[config.mk]
export PLATFORM = sky130hd
export DESIGN_NAME = atm_balance_arbiter_flat
export DESIGN_NICKNAME = d
export VERILOG_FILES = /design/src/rtl/atm_balance_arbiter_pkg.sv /design/src/rtl/atm_balance_arbiter_if.sv /design/src/rtl/atm_balance_arbiter_picker.sv /design/src/rtl/atm_balance_arbiter.sv /design/src/flat_wrapper.sv
export SDC_FILE = /design/constraint.sdc
export NUM_CORES = 1
export LEC_CHECK = 0
export BUFFER_PORTS_ARGS = -buffer_cell sky130_fd_sc_hd__buf_2
export CORE_MARGIN = 2
export CORE_UTILIZATION = 32
export CTS_CLUSTER_SIZE = 14
export DETAILED_ROUTE_END_ITERATION = 6
export SYNTH_ARGS = -nofsm -noshare
export SYNTH_HDL_FRONTEND = slang
export SYNTH_HIERARCHICAL = 1
export SYNTH_SLANG_ARGS = --single-unit
[constraint.sdc]
create_clock -name clk -period 5.55 [get_ports clk]
set_input_delay 0.555 -clock clk [delete_from_list [all_inputs] [get_ports clk]]
set_output_delay 0.555 -clock clk [all_outputs]
set_load 0.05 [all_outputs]
[src/rtl/atm_balance_arbiter_pkg.sv]
// atm_pkg: shared types and constants for the ATM balance arbiter.
//   state_t  : arbiter FSM states (IDLE, LATCH, EXEC, RESP)
//   trans_t  : transaction type (deposit / withdrawal)
//   MONTO_W, BALANCE_W : amount and balance widths
//   BALANCE_INIT_DEF   : default balance loaded on reset
//   onehot_to_idx      : index of the set bit in a one-hot vector (up to 8 bits)
package atm_pkg;

  localparam int unsigned MONTO_W   = 32;
  localparam int unsigned BALANCE_W = 64;
  localparam logic [BALANCE_W-1:0] BALANCE_INIT_DEF = 64'd4500;

  typedef enum logic [1:0] {
    ST_IDLE  = 2'd0,
    ST_LATCH = 2'd1,
    ST_EXEC  = 2'd2,
    ST_RESP  = 2'd3
  } state_t;

  typedef enum logic {
    TRANS_DEPOSITO = 1'b0,
    TRANS_RETIRO   = 1'b1
  } trans_t;

  function automatic logic [2:0] onehot_to_idx(input logic [7:0] oh);
    logic [2:0] r;
    r = '0;
    for (int unsigned i = 0; i < 8; i++) begin
      if (oh[i]) r = 3'(i);
    end
    return r;
  endfunction

endpackage

[src/rtl/atm_balance_arbiter_if.sv]
// atm_balance_arbiter_if: request/response bundle between the ATM
// controllers (master) and the balance arbiter (slave).
//   req, tipo_trans, monto        : controller -> arbiter
//   grant, done, flags, balance,
//   ocupado                       : arbiter -> controllers
interface atm_balance_arbiter_if #(
  parameter int unsigned N_ATM = 4
);
  import atm_pkg::*;

  logic [N_ATM-1:0]         req;
  logic [N_ATM-1:0]         tipo_trans;
  logic [MONTO_W*N_ATM-1:0] monto;
  logic [N_ATM-1:0]         grant;
  logic [N_ATM-1:0]         done;
  logic                     balance_actualizado;
  logic                     fondos_insuficientes;
  logic                     limite_excedido;
  logic                     desborde;
  logic [BALANCE_W-1:0]     balance;
  logic                     ocupado;

  modport master (
    output req, tipo_trans, monto,
    input  grant, done, balance_actualizado, fondos_insuficientes,
           limite_excedido, desborde, balance, ocupado
  );

  modport slave (
    input  req, tipo_trans, monto,
    output grant, done, balance_actualizado, fondos_insuficientes,
           limite_excedido, desborde, balance, ocupado
  );

endinterface

[src/rtl/atm_balance_arbiter_picker.sv]
// rr_priority_picker: combinational round-robin pick.
//   i_req   : request vector
//   i_ptr   : index with highest priority this round
//   o_grant : one-hot winner (first set bit at or after i_ptr, wrapping)
//   o_valid : any request present
module rr_priority_picker #(
  parameter int unsigned N     = 4,
  parameter int unsigned PTR_W = 2
) (
  input  logic [N-1:0]     i_req,
  input  logic [PTR_W-1:0] i_ptr,
  output logic [N-1:0]     o_grant,
  output logic             o_valid
);

  logic [PTR_W-1:0] w_j;

  always_comb begin
    o_grant = '0;
    w_j     = '0;
    for (int unsigned k = 0; k < N; k++) begin
      w_j = PTR_W'((32'(i_ptr) + k) % N);
      if (i_req[w_j] && (o_grant == '0)) o_grant[w_j] = 1'b1;
    end
    o_valid = |i_req;
  end

endmodule

[src/rtl/atm_balance_arbiter.sv]
// atm_balance_arbiter: single owner of the account balance, serving N_ATM
// controllers one transaction at a time in round-robin order.
//   clk  : clock, rising edge
//   rst  : asynchronous active-low reset
//   bus  : atm_balance_arbiter_if.slave (req/tipo_trans/monto in;
//          grant/done/flags/balance/ocupado out)
// Optional feature: define ATM_WITHDRAW_LIMIT_EN to reject withdrawals
// above MAX_RETIRO with limite_excedido (checked before funds).
module atm_balance_arbiter
  import atm_pkg::*;
#(
  parameter int unsigned           N_ATM        = 4,
  parameter logic [BALANCE_W-1:0]  BALANCE_INIT = BALANCE_INIT_DEF,
  parameter logic [MONTO_W-1:0]    MAX_RETIRO   = 32'd2000
) (
  input logic                  clk,
  input logic                  rst,
  atm_balance_arbiter_if.slave bus
);

  localparam int unsigned PTR_W = $clog2(N_ATM);

  state_t               r_state, w_state_nxt;
  logic [PTR_W-1:0]     r_ptr, r_idx, w_pick_idx;
  logic [N_ATM-1:0]     r_winner, w_pick, w_grant, w_done;
  logic                 w_pick_valid;
  trans_t               r_tipo;
  logic [MONTO_W-1:0]   r_monto, w_monto_sel;
  logic [BALANCE_W-1:0] r_balance;
  logic                 r_act, r_insuf, r_lim, r_desb;
  logic [BALANCE_W:0]   w_sum;
  logic                 w_rej_insuf, w_rej_lim;

  rr_priority_picker #(.N(N_ATM), .PTR_W(PTR_W)) u_picker (
    .i_req   (bus.req),
    .i_ptr   (r_ptr),
    .o_grant (w_pick),
    .o_valid (w_pick_valid)
  );

  assign w_pick_idx = PTR_W'(onehot_to_idx(8'(w_pick)));

  always_comb begin
    w_monto_sel = '0;
    for (int unsigned i = 0; i < N_ATM; i++) begin
      if (r_idx == PTR_W'(i)) w_monto_sel = bus.monto[i*MONTO_W +: MONTO_W];
    end
  end

  // 65-bit sum exposes deposit overflow in its top bit.
  always_comb begin
    w_sum       = {1'b0, r_balance} + (BALANCE_W+1)'(r_monto);
    w_rej_insuf = BALANCE_W'(r_monto) > r_balance;
`ifdef ATM_WITHDRAW_LIMIT_EN
    w_rej_lim   = r_monto > MAX_RETIRO;
`else
    w_rej_lim   = 1'b0;
`endif
  end

  always_ff @(posedge clk or negedge rst) begin
    if (!rst) r_state <= ST_IDLE;
    else      r_state <= w_state_nxt;
  end

  always_comb begin
    w_state_nxt = r_state;
    w_grant     = '0;
    w_done      = '0;
    case (r_state)
      ST_IDLE:  if (w_pick_valid) w_state_nxt = ST_LATCH;
      ST_LATCH: begin w_grant = r_winner; w_state_nxt = ST_EXEC; end
      ST_EXEC:  begin w_grant = r_winner; w_state_nxt = ST_RESP; end
      ST_RESP:  begin w_grant = r_winner; w_done = r_winner; w_state_nxt = ST_IDLE; end
      default:  w_state_nxt = ST_IDLE;
    endcase
  end

  always_ff @(posedge clk or negedge rst) begin
    if (!rst) begin
      r_balance <= BALANCE_INIT;
      r_ptr     <= '0;
      r_idx     <= '0;
      r_winner  <= '0;
      r_tipo    <= TRANS_DEPOSITO;
      r_monto   <= '0;
      r_act     <= 1'b0;
      r_insuf   <= 1'b0;
      r_lim     <= 1'b0;
      r_desb    <= 1'b0;
    end else begin
      case (r_state)
        ST_IDLE: begin
          {r_act, r_insuf, r_lim, r_desb} <= '0;
          if (w_pick_valid) begin
            r_winner <= w_pick;
            r_idx    <= w_pick_idx;
          end
        end
        ST_LATCH: begin
          {r_act, r_insuf, r_lim, r_desb} <= '0;
          r_tipo  <= trans_t'(bus.tipo_trans[r_idx]);
          r_monto <= w_monto_sel;
        end
        ST_EXEC: begin
          if (r_tipo == TRANS_DEPOSITO) begin
            if (w_sum[BALANCE_W]) r_desb <= 1'b1;
            else begin
              r_balance <= w_sum[BALANCE_W-1:0];
              r_act     <= 1'b1;
            end
          end else if (w_rej_lim) begin
            r_lim <= 1'b1;
          end else if (w_rej_insuf) begin
            r_insuf <= 1'b1;
          end else begin
            r_balance <= r_balance - BALANCE_W'(r_monto);
            r_act     <= 1'b1;
          end
        end
        ST_RESP: begin
          {r_act, r_insuf, r_lim, r_desb} <= '0;
          r_ptr <= (r_idx == PTR_W'(N_ATM-1)) ? '0 : r_idx + 1'b1;
        end
        default: ;
      endcase
    end
  end

  assign bus.grant                = w_grant;
  assign bus.done                 = w_done;
  assign bus.balance_actualizado  = r_act;
  assign bus.fondos_insuficientes = r_insuf;
  assign bus.limite_excedido      = r_lim;
  assign bus.desborde             = r_desb;
  assign bus.balance              = r_balance;
  assign bus.ocupado              = (r_state != ST_IDLE);

endmodule

[src/flat_wrapper.sv]
// flat-port wrapper written by rule: the top's interface ports become plain ports
module atm_balance_arbiter_flat import atm_pkg::*;
#(
  parameter int unsigned           N_ATM        = 4,
  parameter logic [BALANCE_W-1:0]  BALANCE_INIT = BALANCE_INIT_DEF,
  parameter logic [MONTO_W-1:0]    MAX_RETIRO   = 32'd2000
)
  (clk, rst, bus_req, bus_tipo_trans, bus_monto, bus_grant, bus_done, bus_balance_actualizado, bus_fondos_insuficientes, bus_limite_excedido, bus_desborde, bus_balance, bus_ocupado);
  atm_balance_arbiter_if #(.N_ATM(N_ATM)) bus_i ();
  input logic clk;
  input logic rst;
  input wire logic [$bits(bus_i.req)-1:0] bus_req;
  input wire logic [$bits(bus_i.tipo_trans)-1:0] bus_tipo_trans;
  input wire logic [$bits(bus_i.monto)-1:0] bus_monto;
  output wire logic [$bits(bus_i.grant)-1:0] bus_grant;
  output wire logic [$bits(bus_i.done)-1:0] bus_done;
  output wire logic [$bits(bus_i.balance_actualizado)-1:0] bus_balance_actualizado;
  output wire logic [$bits(bus_i.fondos_insuficientes)-1:0] bus_fondos_insuficientes;
  output wire logic [$bits(bus_i.limite_excedido)-1:0] bus_limite_excedido;
  output wire logic [$bits(bus_i.desborde)-1:0] bus_desborde;
  output wire logic [$bits(bus_i.balance)-1:0] bus_balance;
  output wire logic [$bits(bus_i.ocupado)-1:0] bus_ocupado;
  assign bus_i.req = bus_req;
  assign bus_i.tipo_trans = bus_tipo_trans;
  assign bus_i.monto = bus_monto;
  assign bus_grant = bus_i.grant;
  assign bus_done = bus_i.done;
  assign bus_balance_actualizado = bus_i.balance_actualizado;
  assign bus_fondos_insuficientes = bus_i.fondos_insuficientes;
  assign bus_limite_excedido = bus_i.limite_excedido;
  assign bus_desborde = bus_i.desborde;
  assign bus_balance = bus_i.balance;
  assign bus_ocupado = bus_i.ocupado;
  atm_balance_arbiter #(.N_ATM(N_ATM), .BALANCE_INIT(BALANCE_INIT), .MAX_RETIRO(MAX_RETIRO)) u_core (.clk(clk), .rst(rst), .bus(bus_i));
endmodule
**Yosys cells after proc, flatten, opt, wreduce, memory -nomap -nowiden**

Cells that the tools add are included.

- Flip-flop bits (word level): 111
- Input port bits: 138
- Output and inout bits: 77
- Word-level logic and storage cells: 114

- $add $sub $neg: 6
- Magnitude comparators: 10
- Eq/ne operators: 15
- Multiplexer cells: 48
- Bitwise operators: 3
- Reductions and logical operators: 21

Operators with widths:

| cell | number |
|---|---|
| $mux 64 | 3 |
| $mux 32 | 4 |
| $add 64x32->65 | 1 |
| $gt 32x64->1 | 1 |
| $sub 64x32->64 | 1 |
| $mux 4 | 6 |
| $mux 1 | 18 |
| $lt 2x3->1 const B | 5 |
| $logic_not 4->1 | 3 |
| $or 4x4->4 | 3 |
| $bmux 1 s2 | 5 |
| $demux 1 s2 | 4 |
| $eq 2x2->1 const B | 4 |
| $ge 2x1->1 const B | 4 |
| $mux 2 | 4 |
| $ne 2x1->1 const B | 4 |
| $pmux 2 s4 | 1 |
| $reduce_and 2->1 | 4 |
| $logic_and 1x1->1 | 7 |
| $ne 2x2->1 const B | 3 |
| $pmux 1 s2 | 3 |
| $reduce_or 3->1 | 2 |
| $add 2x1->2 const B | 2 |
| $add 2x2->2 const B | 2 |
| 7 further kinds | 9 |

**Logic depth before layout (Yosys ltp)**

- Depth in word-level cells: 17
- Mapped depth: 15
- Depth with buffers taken out: 13

**By module**

The synthesis kept the hierarchy.

By module, submodules not included:

| module | instances | cells an instance | area an instance (µm²) | sequential area each (µm²) |
|---|---|---|---|---|
| atm_balance_arbiter | 1 | 1345 | 10097.2 | 2758.9 |
| rr_priority_picker | 1 | 54 | 531.8 | 0.0 |

**Worst setup path after synthesis**

OpenSTA, ideal clock, no wires.

- Kind: register -> register
- Start: reg u_core.r_balance[31] (netlist: u_core/bus.balance[31])
- End: reg u_core.r_balance[47] (netlist: u_core/bus.balance[47])
- Setup time: 0.146 ns
- Arrival time: 3.335 ns
- Data required time: 5.404 ns
- Path slack: 2.069 ns
- Stages on the path, launching flop included: 14
- Buffers on the path: 3
- Period minus slack after synthesis: 3.481 ns
- Cell sequence: dfrtp_1 ha_1 buf_6 or3_4 nand2b_4 or2_0 or3_1 a311oi_2 o2111ai_1 o211ai_2 buf_2 buf_4 a21oi_1 xor2_1

- Cells in the longest elaborated chain, start to end: 3
- Elaborated cells between the ends (all ways): 9
- Those cells by class: add/sub (2); order compare (1); eq/ne (2); mux (3); reduce/logical (1)

Ends and longest elaborated chain:

| element | line | RTL |
|---|---|---|
| start, declared | atm_balance_arbiter.sv:29 | `logic [BALANCE_W-1:0] r_balance;` |
| start signal, assigned | atm_balance_arbiter.sv:109 | `r_balance <= w_sum[BALANCE_W-1:0];` |
| start signal, assigned | atm_balance_arbiter.sv:117 | `r_balance <= r_balance - BALANCE_W'(r_monto);` |
| $add 64x32->65, or another cell as far along | atm_balance_arbiter.sv:52 | `w_sum = {1'b0, r_balance} + (BALANCE_W+1)'(r_monto);` |
| $ne 2x1->1 (no source line), or another cell as far along | - |  |
| $reduce_and 3->1 (no source line) / $mux 64 (equally long branches) | - |  |

Parallel ways exist; a longest one is shown, timed or not. The select of a mux whose other input is x is not followed.
A chain may end at the register's enable or synchronous reset.

**Worst setup path after layout**

- Start: reg u_core.r_balance[0] (netlist: u_core/bus.balance[0])
- End: reg u_core.r_balance[55] (netlist: u_core/bus.balance[55])

The elaborated chain is that of the path after synthesis.

==> metrics.csv <==
metric,value,unit
run status,"complete, no violations",
GRT Overall Usage,20.3,%
CTS Buf Count,9,
worst slew pin tran,1100,ps
CTS tree,built,
final wirelength,35200,µm
final worst path period share,74.2,%
clock root buffer,clkbuf_16,
R2R depth,13,
first-pass GRT wire length,56000,µm
# port buffers,213,
Post-Syn Area per Cell,7.60,µm²
Most used DFF post-synth,dfrtp_1,
Synthesized Nets,1620,
CTS sink cnt,110,
worst-path fanout max,20,
Vias/cell,5.52,
# IOs,215,
Clock Path Buffers,2,
Tmin final,4120,ps
Syn Inst Count,1399,
die width,186,µm
initial core utilization,32.6,%
"top cells by area, synth","dfrtp_1 25%, ha_1 9.5%, o21ai_0 6.7%",
vias in the first global route,10300,
routed via count,11000,
layout cell share with drive strength beyond 1,19.0,%
leakage power,5.53,nW
clock latency on the worst-skew pair,380,ps
RSZ-0062 raised after global routing,no,
total gr overflow,0,
Final Power,0.00886,W
YS warnings,6,
crit end category,flip-flop,
synth-to-layout area growth,15.4,%
Rows,66,
Core Box Area,0.0326,mm²
"antenna viol nets, final",0,
critical-path cell list,inv_1 > ha_1 > inv_1 > fa_1 > a211oi_1 > o211ai_1 > nand2_1 > o21ai_1 > o21ai_0 > o21ai_1 > o211a_1 > and3_1 > xor2_1,
synthesized area,0.0106,mm²
f_max,243,MHz
startpoint class of the critical path,flip-flop,
largest area contributor in the netlist,dfrtp_1,
Synth top cells by count,"163 x nand2_1, 143 x o21ai_0, 126 x a21oi_1",
CP max stage cell,o211a_1,
die area,0.0347,mm²
"Seq/Total Area, Yosys",26.0,%
Post-synth ARST share,100,%
Yosys top cell area share,24.7,%
crit path kind,reg2reg,
die height,186,µm
ant diodes,0,
Fin Setup TNS,0,ps
Critical Path RT,5810,ps
Peak VDD IR,280,µV
Initial DRC Count,889,
Slew Limit Fails,0,
Rel. slew slack,26.9,%
"EDFF count, synth",0,
"FF+latch count, synth",110,
CP max stage delay,620,ps
DRT Pass-1 Iters,5,
Final nets,1762,
clock slew seen by the registers of the worst setup and hold paths,90,ps
# hold bufs at CTS,0,
count of different cell masters after synthesis,94,
initial antenna violation count,0,
DR DRC count,0,
final setup vio count,0,
Hold/Removal Path Class,in2async,
Power Density,723,mW/mm²
MaxCap Viol Count,0,
most common cell in the netlist,nand2_1,
drt wl/cell,17.7,µm
Final Hold Fails,0,
Post CTS Setup Buffer Count,0,
pin count of the biggest net entering global routing,66,
worst endpoint data arrival time,4380,ps
hpwl dp,27400,µm
Final Skew,18.3,ps
post-cts resize count,0,
number of H-tree levels,3,
Final GP Congestion,0.940,
Layout fillers,3411,
-- power by group --
group / internal [W] / switching (W)
clock network: 0.000326 / 0.000366
logic: 0.00214 / 0.00439
registers: 0.00115 / 0.000490
-- sequential cells by signal, summed over array words and instances, names as in the netlist --
register / count
u_core/bus.balance: 64
u_core/r_monto: 32
u_core/r_tipo: 1
u_core/bus.desborde: 1
u_core/r_state: 2
u_core/bus.fondos_insuficientes: 1
u_core/r_idx: 2
u_core/r_ptr: 2
u_core/r_winner: 4
u_core/bus.balance_actualizado: 1
-- metrics by stage --
stage | setup WS (ps) | std cells | hold slack [ps] | util [%] | area (µm²)
after detailed placement | 1530 | 1972 | 465 | 36.6 | 12000
after CTS | 1490 | 1988 | 308 | 37.6 | 12300
after global placement | 1610 | 1972 | 461 | 36.6 | 12000
final | 1430 | 1988 | 263 | 37.6 | 12300
after floorplan | 2070 | 1399 | 259 | - | 10600
after global routing | 1130 | 1988 | 335 | 37.6 | 12300
-- cell families (layout without fill, tap and decap cells) --
group / Yosys count / after routing / synth area share, %
xor gates and xnor gates: 61 / 61 / 5.03
DFF: 110 / 110 / 26.0
AOI/OAI and AO/OA: 468 / 468 / 28.1
and+or+nand+nor: 481 / 481 / 21.7
muxes: 20 / 20 / 2.70
buffers and inverters: 175 / 322 / 6.54
adders and majority gates: 83 / 83 / 9.91
other: 1 / 1 / 0.0353
-- worst max-delay path, delay by kind of cell (launching register included) --
family | cells | cell delay (ps)
compound gates | 6 | 2280
fa+ha+maj | 2 | 560
simple gates | 2 | 480
flops | 1 | 420
buf+inv | 2 | 130
xor+xnor | 1 | 130
-- cell type report --
class / count / area [µm²] / area share [%]
multi-input cells: 1114 / 7190 / 58.7
flip-flops and latches: 110 / 2760 / 22.5
repair buffers: 221 / 1130 / 9.21
well taps: 442 / 553 / 4.51
inverters: 85 / 319 / 2.60
clock buffers: 9 / 225 / 1.84
clock inverters: 7 / 81.3 / 0.663
-- path summary, 6_finish.rpt --
| check | start | endpoint | slack [ps] |
|---|---|---|---|
| setup reg to reg | u_core/bus.balance[0]$_DFFE_PN0P_ | u_core/bus.balance[55]$_DFFE_PN0P_ | 1430 |
| hold / removal | rst | u_core/bus.balance[59]$_DFFE_PN0P_ | 260 |
| max in group asynchronous | rst | u_core/r_tipo$_DFFE_PN0N_ | 4090 |
| setup / recovery | u_core/bus.balance[0]$_DFFE_PN0P_ | u_core/bus.balance[55]$_DFFE_PN0P_ | 1430 |
| hold reg to reg | u_core/bus.fondos_insuficientes$_DFFE_PN0P_ | u_core/bus.fondos_insuficientes$_DFFE_PN0P_ | 490 |
| min in group clk | u_core/bus.fondos_insuficientes$_DFFE_PN0P_ | u_core/bus.fondos_insuficientes$_DFFE_PN0P_ | 490 |
-- layout by cell type (no fill, tap or decap), types with 12 or more instances in the layout --
master	n
dfrtp_1	104
nand4_1	19
o31ai_1	21
nand2_1	163
xnor2_1	42
a21o_1	13
a211oi_1	12
inv_1	84
ha_1	78
a22oi_1	32
o21bai_1	17
a21oi_1	126
xor2_1	19
nor2_1	110
or3_1	14
o21ai_0	143
nor4_1	16
nor3_1	40
buf_2	212
nor2b_1	13
nand3_1	41
-- per-layer routing --
layer | part of all wire (%) | vias up | wire [µm] | global-route usage (%)
met2 | 45 | 441 | 15800 | 32.7
met3 | 6.7 | 46 | 2340 | 2.82
met4 | 2.2 | 0 | 773 | 6.43
met5 | 0 | - | 0 | 0
met1 | 46 | 5175 | 16300 | 28.1
li1 | - | 5310 | - | -
No activity file was read; power rests on OpenSTA's default activity.
